**src/rtl/heart_surprise_ctrl_pkg.sv**
```systemverilog
// Shared game package: screen geometry, lives width, heart FSM states and
// the spawn-position clamp helper.
package heart_surprise_ctrl_pkg;

  localparam int SCREEN_W    = 640;
  localparam int SCREEN_H    = 480;
  localparam int SPRITE_SIZE = 32;
  localparam int LIVES_W     = 3;
  localparam int COORD_W     = 11;
  localparam int CNT_W       = 16;

  // Largest top-left coordinate that keeps the whole sprite on screen.
  localparam logic [COORD_W-1:0] MAX_X = COORD_W'(SCREEN_W - SPRITE_SIZE - 1);
  localparam logic [COORD_W-1:0] MAX_Y = COORD_W'(SCREEN_H - SPRITE_SIZE - 1);

  typedef enum logic [2:0] {
    IDLE       = 3'd0,
    WAIT_SPAWN = 3'd1,
    SHOW       = 3'd2,
    BLINK      = 3'd3,
    COLLECTED  = 3'd4
  } heart_state_e;

  function automatic logic [COORD_W-1:0] clamp_coord(input logic [COORD_W-1:0] v,
                                                     input logic [COORD_W-1:0] lim);
    return (v > lim) ? lim : v;
  endfunction

endpackage

```
**src/rtl/heart_surprise_ctrl_lives_counter.sv**
```systemverilog
// Saturating up/down life counter. Simultaneous inc and dec cancel out.
module lives_counter
  import heart_surprise_ctrl_pkg::*;
#(
  parameter int INIT_LIVES = 3,
  parameter int MAX_LIVES  = 5
) (
  input  logic               clk,
  input  logic               reset,
  input  logic               inc_i,
  input  logic               dec_i,
  output logic [LIVES_W-1:0] lives_o
);

  localparam logic [LIVES_W-1:0] INIT_L = LIVES_W'(INIT_LIVES);
  localparam logic [LIVES_W-1:0] MAX_L  = LIVES_W'(MAX_LIVES);

  logic [LIVES_W-1:0] lives_q, lives_d;

  // Next count: saturate at MAX_L going up and at zero going down.
  always_comb begin
    lives_d = lives_q;
    if (inc_i && !dec_i) begin
      if (lives_q < MAX_L) lives_d = lives_q + 1'b1;
    end else if (dec_i && !inc_i) begin
      if (lives_q != '0) lives_d = lives_q - 1'b1;
    end
  end

  // Count register.
  always_ff @(posedge clk) begin
    if (reset) lives_q <= INIT_L;
    else       lives_q <= lives_d;
  end

  assign lives_o = lives_q;

endmodule

```
**src/rtl/heart_surprise_ctrl.sv**
```systemverilog
// Bonus-heart controller: waits, spawns a heart at a clamped random spot,
// shows it steadily, blinks it, then times out unless the player collects it.
module heart_surprise_ctrl
  import heart_surprise_ctrl_pkg::*;
#(
  parameter int SPAWN_DELAY_FRAMES = 180,
  parameter int SHOW_FRAMES        = 300,
  parameter int BLINK_FRAMES       = 120,
  parameter int BLINK_PERIOD       = 8,
  parameter int INIT_LIVES         = 3,
  parameter int MAX_LIVES          = 5
) (
  input  logic               clk,
  input  logic               reset,
  input  logic               startOfFrame,
  input  logic               enable,
  input  logic               collision,
  input  logic               loseLife,
  input  logic [COORD_W-1:0] randX,
  input  logic [COORD_W-1:0] randY,
  output logic [COORD_W-1:0] topLeftX,
  output logic [COORD_W-1:0] topLeftY,
  output logic               heartVisible,
  output logic               lifeInc,
  output logic [LIVES_W-1:0] lives
);

  localparam logic [CNT_W-1:0] SPAWN_LAST = CNT_W'(SPAWN_DELAY_FRAMES - 1);
  localparam logic [CNT_W-1:0] SHOW_LAST  = CNT_W'(SHOW_FRAMES - 1);
  localparam logic [CNT_W-1:0] BLINK_LAST = CNT_W'(BLINK_FRAMES - 1);
  // Frame-count bit that toggles every BLINK_PERIOD frames.
  localparam int BLINK_BIT = (BLINK_PERIOD > 1) ? $clog2(BLINK_PERIOD) : 0;

  heart_state_e       state_q, state_d;
  logic [CNT_W-1:0]   cnt_q, cnt_d;
  logic [COORD_W-1:0] x_q, x_d, y_q, y_d;
  logic               vis_q, vis_d;
  logic               inc_q, inc_d;
  logic               frame_tick;

  // Frames only count while the game is running.
  assign frame_tick = startOfFrame & enable;

  // Next state, frame counter, spawn position and registered outputs.
  always_comb begin
    state_d = state_q;
    cnt_d   = cnt_q;
    x_d     = x_q;
    y_d     = y_q;
    case (state_q)
      IDLE: begin
        if (enable) begin
          state_d = WAIT_SPAWN;
          cnt_d   = '0;
        end
      end
      WAIT_SPAWN: begin
        if (frame_tick) begin
          if (cnt_q == SPAWN_LAST) begin
            state_d = SHOW;
            cnt_d   = '0;
            x_d     = clamp_coord(randX, MAX_X);
            y_d     = clamp_coord(randY, MAX_Y);
          end else begin
            cnt_d = cnt_q + 1'b1;
          end
        end
      end
      SHOW: begin
        // Collection wins over a timeout landing on the same cycle.
        if (enable && collision) begin
          state_d = COLLECTED;
        end else if (frame_tick) begin
          if (cnt_q == SHOW_LAST) begin
            state_d = BLINK;
            cnt_d   = '0;
          end else begin
            cnt_d = cnt_q + 1'b1;
          end
        end
      end
      BLINK: begin
        if (enable && collision) begin
          state_d = COLLECTED;
        end else if (frame_tick) begin
          if (cnt_q == BLINK_LAST) begin
            state_d = WAIT_SPAWN;
            cnt_d   = '0;
          end else begin
            cnt_d = cnt_q + 1'b1;
          end
        end
      end
      COLLECTED: begin
        // Single-cycle state; a lingering collision cannot re-trigger it.
        state_d = WAIT_SPAWN;
        cnt_d   = '0;
      end
      default: begin
        state_d = IDLE;
        cnt_d   = '0;
      end
    endcase

    // Outputs follow the next state so they line up with state_q.
    case (state_d)
      SHOW:    vis_d = 1'b1;
      BLINK:   vis_d = ~cnt_d[BLINK_BIT];
      default: vis_d = 1'b0;
    endcase
    inc_d = (state_d == COLLECTED);
  end

  // State and output registers; reset overrides every input.
  always_ff @(posedge clk) begin
    if (reset) begin
      state_q <= IDLE;
      cnt_q   <= '0;
      x_q     <= '0;
      y_q     <= '0;
      vis_q   <= 1'b0;
      inc_q   <= 1'b0;
    end else begin
      state_q <= state_d;
      cnt_q   <= cnt_d;
      x_q     <= x_d;
      y_q     <= y_d;
      vis_q   <= vis_d;
      inc_q   <= inc_d;
    end
  end

  lives_counter #(
    .INIT_LIVES(INIT_LIVES),
    .MAX_LIVES (MAX_LIVES)
  ) u_lives (
    .clk    (clk),
    .reset  (reset),
    .inc_i  (inc_q),
    .dec_i  (loseLife),
    .lives_o(lives)
  );

  assign topLeftX     = x_q;
  assign topLeftY     = y_q;
  assign heartVisible = vis_q;
  assign lifeInc      = inc_q;

endmodule

```
**config.mk**
```make
export PLATFORM = sky130hd
export DESIGN_NAME = heart_surprise_ctrl
export DESIGN_NICKNAME = d
export VERILOG_FILES = /design/src/rtl/heart_surprise_ctrl_pkg.sv /design/src/rtl/heart_surprise_ctrl_lives_counter.sv /design/src/rtl/heart_surprise_ctrl.sv
export SDC_FILE = /design/constraint.sdc
export NUM_CORES = 1
export LEC_CHECK = 0
export CORE_ASPECT_RATIO = 1.5
export CORE_MARGIN = 1.5
export CORE_UTILIZATION = 52
export CTS_CLUSTER_DIAMETER = 120
export DETAILED_ROUTE_END_ITERATION = 10
export HOLD_SLACK_MARGIN = 0.06
export PLACE_DENSITY = 0.83
export SETUP_SLACK_MARGIN = 0.5
export SYNTH_ARGS = -nofsm -noshare
export SYNTH_HDL_FRONTEND = slang
export SYNTH_HIERARCHICAL = 1
export SYNTH_SLANG_ARGS = --single-unit
export TNS_END_PERCENT = 50
```
**constraint.sdc**
```tcl
create_clock -name clk -period 6.2 [get_ports clk]
set_input_delay 1.24 -clock clk [delete_from_list [all_inputs] [get_ports clk]]
set_output_delay 1.24 -clock clk [all_outputs]
set_load 0.1 [all_outputs]
```
==> impl_metrics.yaml, run 1 <==
synth:
  yosysMostFrequentCell: "nor2_1"
  ys_types: 53
  syn_nets: 288
  synth_area_leader_cell: "dfxtp_1"
  dominantRegCellSynth: "dfxtp_1"
  synth_area_leaders: "dfxtp_1 43%, nor2_1 8.2%, nor3_1 5.1%"
  synth.top_cell.area_share_pct: 42.6
  synth.avg_cell_area_sq_um: 8.41
  synthArstFlopShare_pct: 0
  netlist_top_cells_count: "47 x nor2_1, 46 x dfxtp_1, 22 x nor3_1, 18 x nand2_1, 15 x nor4_1"
  yosysSeqAreaShare_pct: 42.6
  ys_ff_latch: 46
  syn_inst: 257
  synth_edf_count: 0
  syn_area_sq_um: 2160
  yosysWarnings: 6
timing:
  hold_viol_final: 0
  period_share_pct: 55.7
  skew_ps: 8.40
  slew_violations: 0
  max_slew_margin_pct: 21.4
  setup_viol: 0
  worst_slew_pin_slew_ps: 1170
  fmax_mhz: 289
  finalCriticalPeriod_ps: 3460
  fin_ws_ps: 2740
  rsz0062_at_grt: "no"
  finalSetupTns_ps: 0
  fin_hold_ws_ps: 477
worst_hold_path:
  hp-start: "topLeftX[10]"
  min_path_type: "register to register"
clocking:
  cts_setup_buffers: 0
  clkTransAtPathRegs_ps: 80
  cts.htree.levels: 2
  cts_hold_buf: 0
  cts_tree: "yes"
  cts_buffers: 5
  clk_latency_ps: 300
  clockBufferDepth: 2
  clock_sinks: 46
  cts_resized: 0
  cts_root_buffer: "clkbuf_8"
detailed_routing:
  wl_per_cell_um: 14.5
  first_pass_iters: 4
  via_per_inst: 5.71
  drt_iter0_drc: 123
  final_antenna_net_count: 0
  drc: 0
  wl_um: 5080
  vias: 2005
finish:
  finish.utilization_pct: 70.1
  syn2layout_area_growth_pct: 28.4
  diodes: 0
  drive_above_1_share_pct: 6.21
  num-fill-cells: 353
  nets: 337
critical_path:
  r2r-start: "cnt_q[13]"
  worst_setup_path_start_kind: "input pin"
  required_ps: 6430
  critPathMaxFanout: 25
  criticalPathCategory: "input pin to register"
  endpoint_kind: "register"
  crit_slowest_cell: "nor4_4"
  cp_top_family: "simple AND/OR/NAND/NOR gates"
  crit_arrival_ps: 3680
  cp_num_buf_inv: 1
  crit_path_max_incr_delay_ps: 890
  crit_start: "enable"
  crit_chain: "clkdlybuf4s50_1, nand2_1, or4_4, nor4_4, nand3_1, a21oi_1"
die:
  fp.dieW_um: 55.7
  start_util_pct: 54.6
  pin_count: 55
  placementRows: 28
  fp.dieH_um: 82.0
  core_region_area_sq_um: 3960
  dieArea_sq_um: 4560
power:
  max-vdd-ir-drop_mv: 0.173
  total_leakage_power_nw: 0.931
  total_power_mw: 0.537
  p_per_area_nw_per_um2: 193
place:
  port_buffers: 54
  post-dp-hpwl_um: 3690
  pre_cts_ws_ps: 2410
  routabilityCongestion: 0.862
global_route:
  grt-ovfl-total: 0
  grt_pass1_vias: 1919
  antenna_found_initial: 0
  grt_pass1_wl_um: 8420
  grt_start_max_net_pins: 32
  grt_use_total_pct: 23.1
job:
  cap_viol_max_count: 0
run_status:
  status: "finished, final reports clean"
-- placed cells by master, fill, tap and decap left out, types with 2 or more instances in the layout --
cell / n
nand2_1: 18
nor2_1: 47
clkdlybuf4s50_1: 54
o41ai_1: 2
ha_1: 2
inv_1: 5
xor2_1: 7
a21oi_1: 11
nand2b_1: 2
or2_2: 2
nor3b_1: 3
nand3_1: 7
and3_1: 2
o21ai_0: 6
a211oi_1: 2
nor3_1: 22
clkbuf_8: 5
o21a_1: 3
dfxtp_1: 46
nand4_1: 4
clkinv_2: 2
xnor2_1: 8
nand4b_1: 2
nor4_1: 15
-- metal layers --
| metal | GRT usage (%) | up-vias | share of wire, % |
|---|---|---|---|
| li1 | - | 1011 | - |
| met1 | 25.2 | 922 | 41 |
| met2 | 42.3 | 61 | 51 |
| met3 | 4.72 | 11 | 5.4 |
| met4 | 12.2 | 0 | 2.2 |
| met5 | 0 | - | 0 |
-- power by group --
group	internal [mW]	switching (mW)
Clock	0.0757	0.0960
Sequential	0.298	0.00477
Combinational	0.0271	0.0355
Total	0.401	0.136
-- kinds of logic after synthesis --
| logic type | share of synthesized area (%) |
|---|---|
| buf+inv | 4.05 |
| simple gates | 32.1 |
| fa+ha+maj | 2.08 |
| xor+xnor | 6.08 |
| compound gates | 13.1 |
| flops | 42.6 |
-- area by class of cell --
cell class | count | area (sq um) | area share, %
Multi-Input combinational cell | 193 | 1150 | 41.6
Clock buffer | 5 | 68.8 | 2.48
Tap cell | 45 | 56.3 | 2.03
Clock inverter | 2 | 10.0 | 0.361
Sequential cell | 46 | 921 | 33.2
Inverter | 5 | 18.8 | 0.676
Timing Repair Buffer | 55 | 548 | 19.7
-- state kept, by name (all words and copies together), names as in the netlist --
name / count
cnt_q: 16
topLeftX: 11
heartVisible: 1
lifeInc: 1
u_lives/lives_o: 3
topLeftY: 11
state_q: 3
-- worst reg2reg max path, stage by stage (launching register included) --
cell     delay (ps)
dfxtp_1         350
nor4_2          320
nand2_1         120
or4_4           520
nor4_4          890
nand3_1         180
a21oi_1         210
-- stage by stage --
stage                     cell area (sq um)  std cells
final                                  2780        351
after CTS                              2780        351
after global placement                 2700        344
after floorplan                        2160        257
after global routing                   2780        351
after detailed placement               2700        344
-- worst paths after layout --
path / slack, ps / to / depth (start not counted)
setup / recovery: 2740 / topLeftX[5] / 6
hold / removal: 480 / topLeftX[10] / 1
setup reg to reg: 3550 / topLeftX[5] / 6
hold reg to reg: 480 / topLeftX[10] / 1
Power figures use the tool's default switching activity.
==> inputs of run 2 (changes only) <==
Settings changed: CORE_UTILIZATION 52 to 44, PLACE_DENSITY 0.83 to 0.75.
Clock period 6.2 ns to 2.9 ns, I/O delays scaled along.
==> impl_metrics.yaml, run 2 (same netlist as run 1, synthesis figures left out) <==
run_status:
  status: "finished, final reports clean"
critical_path:
  crit_chain: "clkdlybuf4s50_1, nand2_1, or4_4, nor4_4, buf_6, nand3_1, a21oi_1"
  endpoint_kind: "register"
  crit_path_max_incr_delay_ps: 590
  crit_arrival_ps: 2510
  worst_setup_path_start_kind: "input pin"
  crit_slowest_cell: "clkdlybuf4s50_1"
  required_ps: 3130
  critPathMaxFanout: 24
  criticalPathCategory: "input pin to register"
clocking:
  cts_setup_buffers: 0
  clkTransAtPathRegs_ps: 80
  cts.htree.levels: 2
  clock_sinks: 46
  cts_tree: "yes"
  clk_latency_ps: 300
  cts_buffers: 5
  cts_root_buffer: "clkbuf_8"
  cts_hold_buf: 0
  clockBufferDepth: 2
finish:
  syn2layout_area_growth_pct: 29.1
  largest_reg_flops: 16
  drive_above_1_share_pct: 17.0
  num-fill-cells: 446
  regArea_sq_um: 922
  regMostFlops: "cnt_q"
  finalNonFillerCells: 377
  multiInputGateArea_sq_um: 1160
  final_cell_area_sq_um: 2790
  finish.utilization_pct: 58.5
  nets: 341
  layout_commonest_cell: "nor2_1"
  diodes: 0
  mostFrequentLayoutCells: "47 x nor2_1, 45 x dfxtp_1, 31 x buf_4"
die:
  dieArea_sq_um: 5350
  core_region_area_sq_um: 4770
  placementRows: 31
  start_util_pct: 45.3
  fp.dieH_um: 88.9
  pin_count: 55
  fp.dieW_um: 60.2
global_route:
  grt_use_total_pct: 19.8
  grt_pass1_wl_um: 8110
  grt_start_max_net_pins: 29
  grt_pass1_vias: 1869
  grt-ovfl-total: 0
  antenna_found_initial: 0
worst_hold_path:
  min_path_type: "register to register"
job:
  cap_viol_max_count: 0
detailed_routing:
  wl_um: 5010
  final_antenna_net_count: 0
  first_pass_iters: 4
  vias: 2008
  drc: 0
  via_per_inst: 5.33
  drt_iter0_drc: 92
  wl_per_cell_um: 13.3
power:
  share_comb_of_total_power_pct: 11.4
  p_per_area_nw_per_um2: 426
  total_power_mw: 1.19
  swShare_pct: 25.3
  switchingPower_mw: 0.301
  total_leakage_power_nw: 1.01
  max-vdd-ir-drop_mv: 0.272
  clkPwrFrac_pct: 34.2
  seq_power_share_pct: 54.4
  power.internal_mw: 0.889
timing:
  hold_viol_final: 0
  setup_viol: 0
  skew_ps: 5.41
  period_share_pct: 78.8
  fin_ws_ps: 615
  slew_violations: 0
  max_slew_margin_pct: 65.7
  fmax_mhz: 438
  worst_slew_pin_slew_ps: 514
  rsz0062_at_grt: "yes"
  finalCriticalPeriod_ps: 2290
  finalSetupTns_ps: 0
  fin_hold_ws_ps: 475
place:
  post-dp-hpwl_um: 3720
  dp_cells: 369
  port_buffers: 54
  routabilityCongestion: 0.852
  pre_cts_ws_ps: 252
  dpl-instance-area_sq_um: 2690
==> run 2: per-layer routing <==
| metal | routed length (um) | GRT usage, % | vias to the layer above |
|---|---|---|---|
| li1 | - | - | 1020 |
| met1 | 2050 | 21.8 | 920 |
| met2 | 2530 | 35.6 | 58 |
| met3 | 318 | 4.53 | 10 |
| met4 | 110 | 8.28 | 0 |
| met5 | 0 | 0 | - |
==> run 2: power groups by stage <==
stage | clock (mW) | combinational (mW) | sequential [mW]
after floorplan | 0 | 0.0535 | 0.681
after global placement | 0 | 0.135 | 0.662
after detailed placement | 0 | 0.136 | 0.662
after CTS | 0.420 | 0.137 | 0.647
after global routing | 0.446 | 0.147 | 0.649
final | 0.407 | 0.136 | 0.647
==> run 2: final cells by class <==
| type | count | area share [%] |
|---|---|---|
| Multi-Input combinational cell | 193 | 41.5 |
| Timing Repair Buffer | 59 | 18.4 |
| Sequential cell | 46 | 33.0 |
| Inverter | 5 | 0.673 |
| Clock inverter | 2 | 0.448 |
| Tap cell | 66 | 2.96 |
| Clock buffer | 6 | 2.96 |
==> run 2: worst paths after layout <==
check	start	to	slack (ps)	cells after the start
worst max-delay path	enable	topLeftX[7]	610	7
worst min-delay path	topLeftX[10]	topLeftX[10]	470	1
worst max register to register	cnt_q[5]	heartVisible	730	6
worst min register to register	topLeftX[10]	topLeftX[10]	470	1
==> run 2: critical path: cells and delay by family <==
kind                   cells  cell delay, ps
AO/OA/AOI/OAI              1             170
AND/OR/NAND/NOR            4             920
buffers and inverters      2             840
==> run 2: what timing repair did <==
item                                    4_1_cts  5_1_grt
gates resized for setup                       0        3
endpoints found under the setup margin        0       21
hold endpoints to repair                      0        0
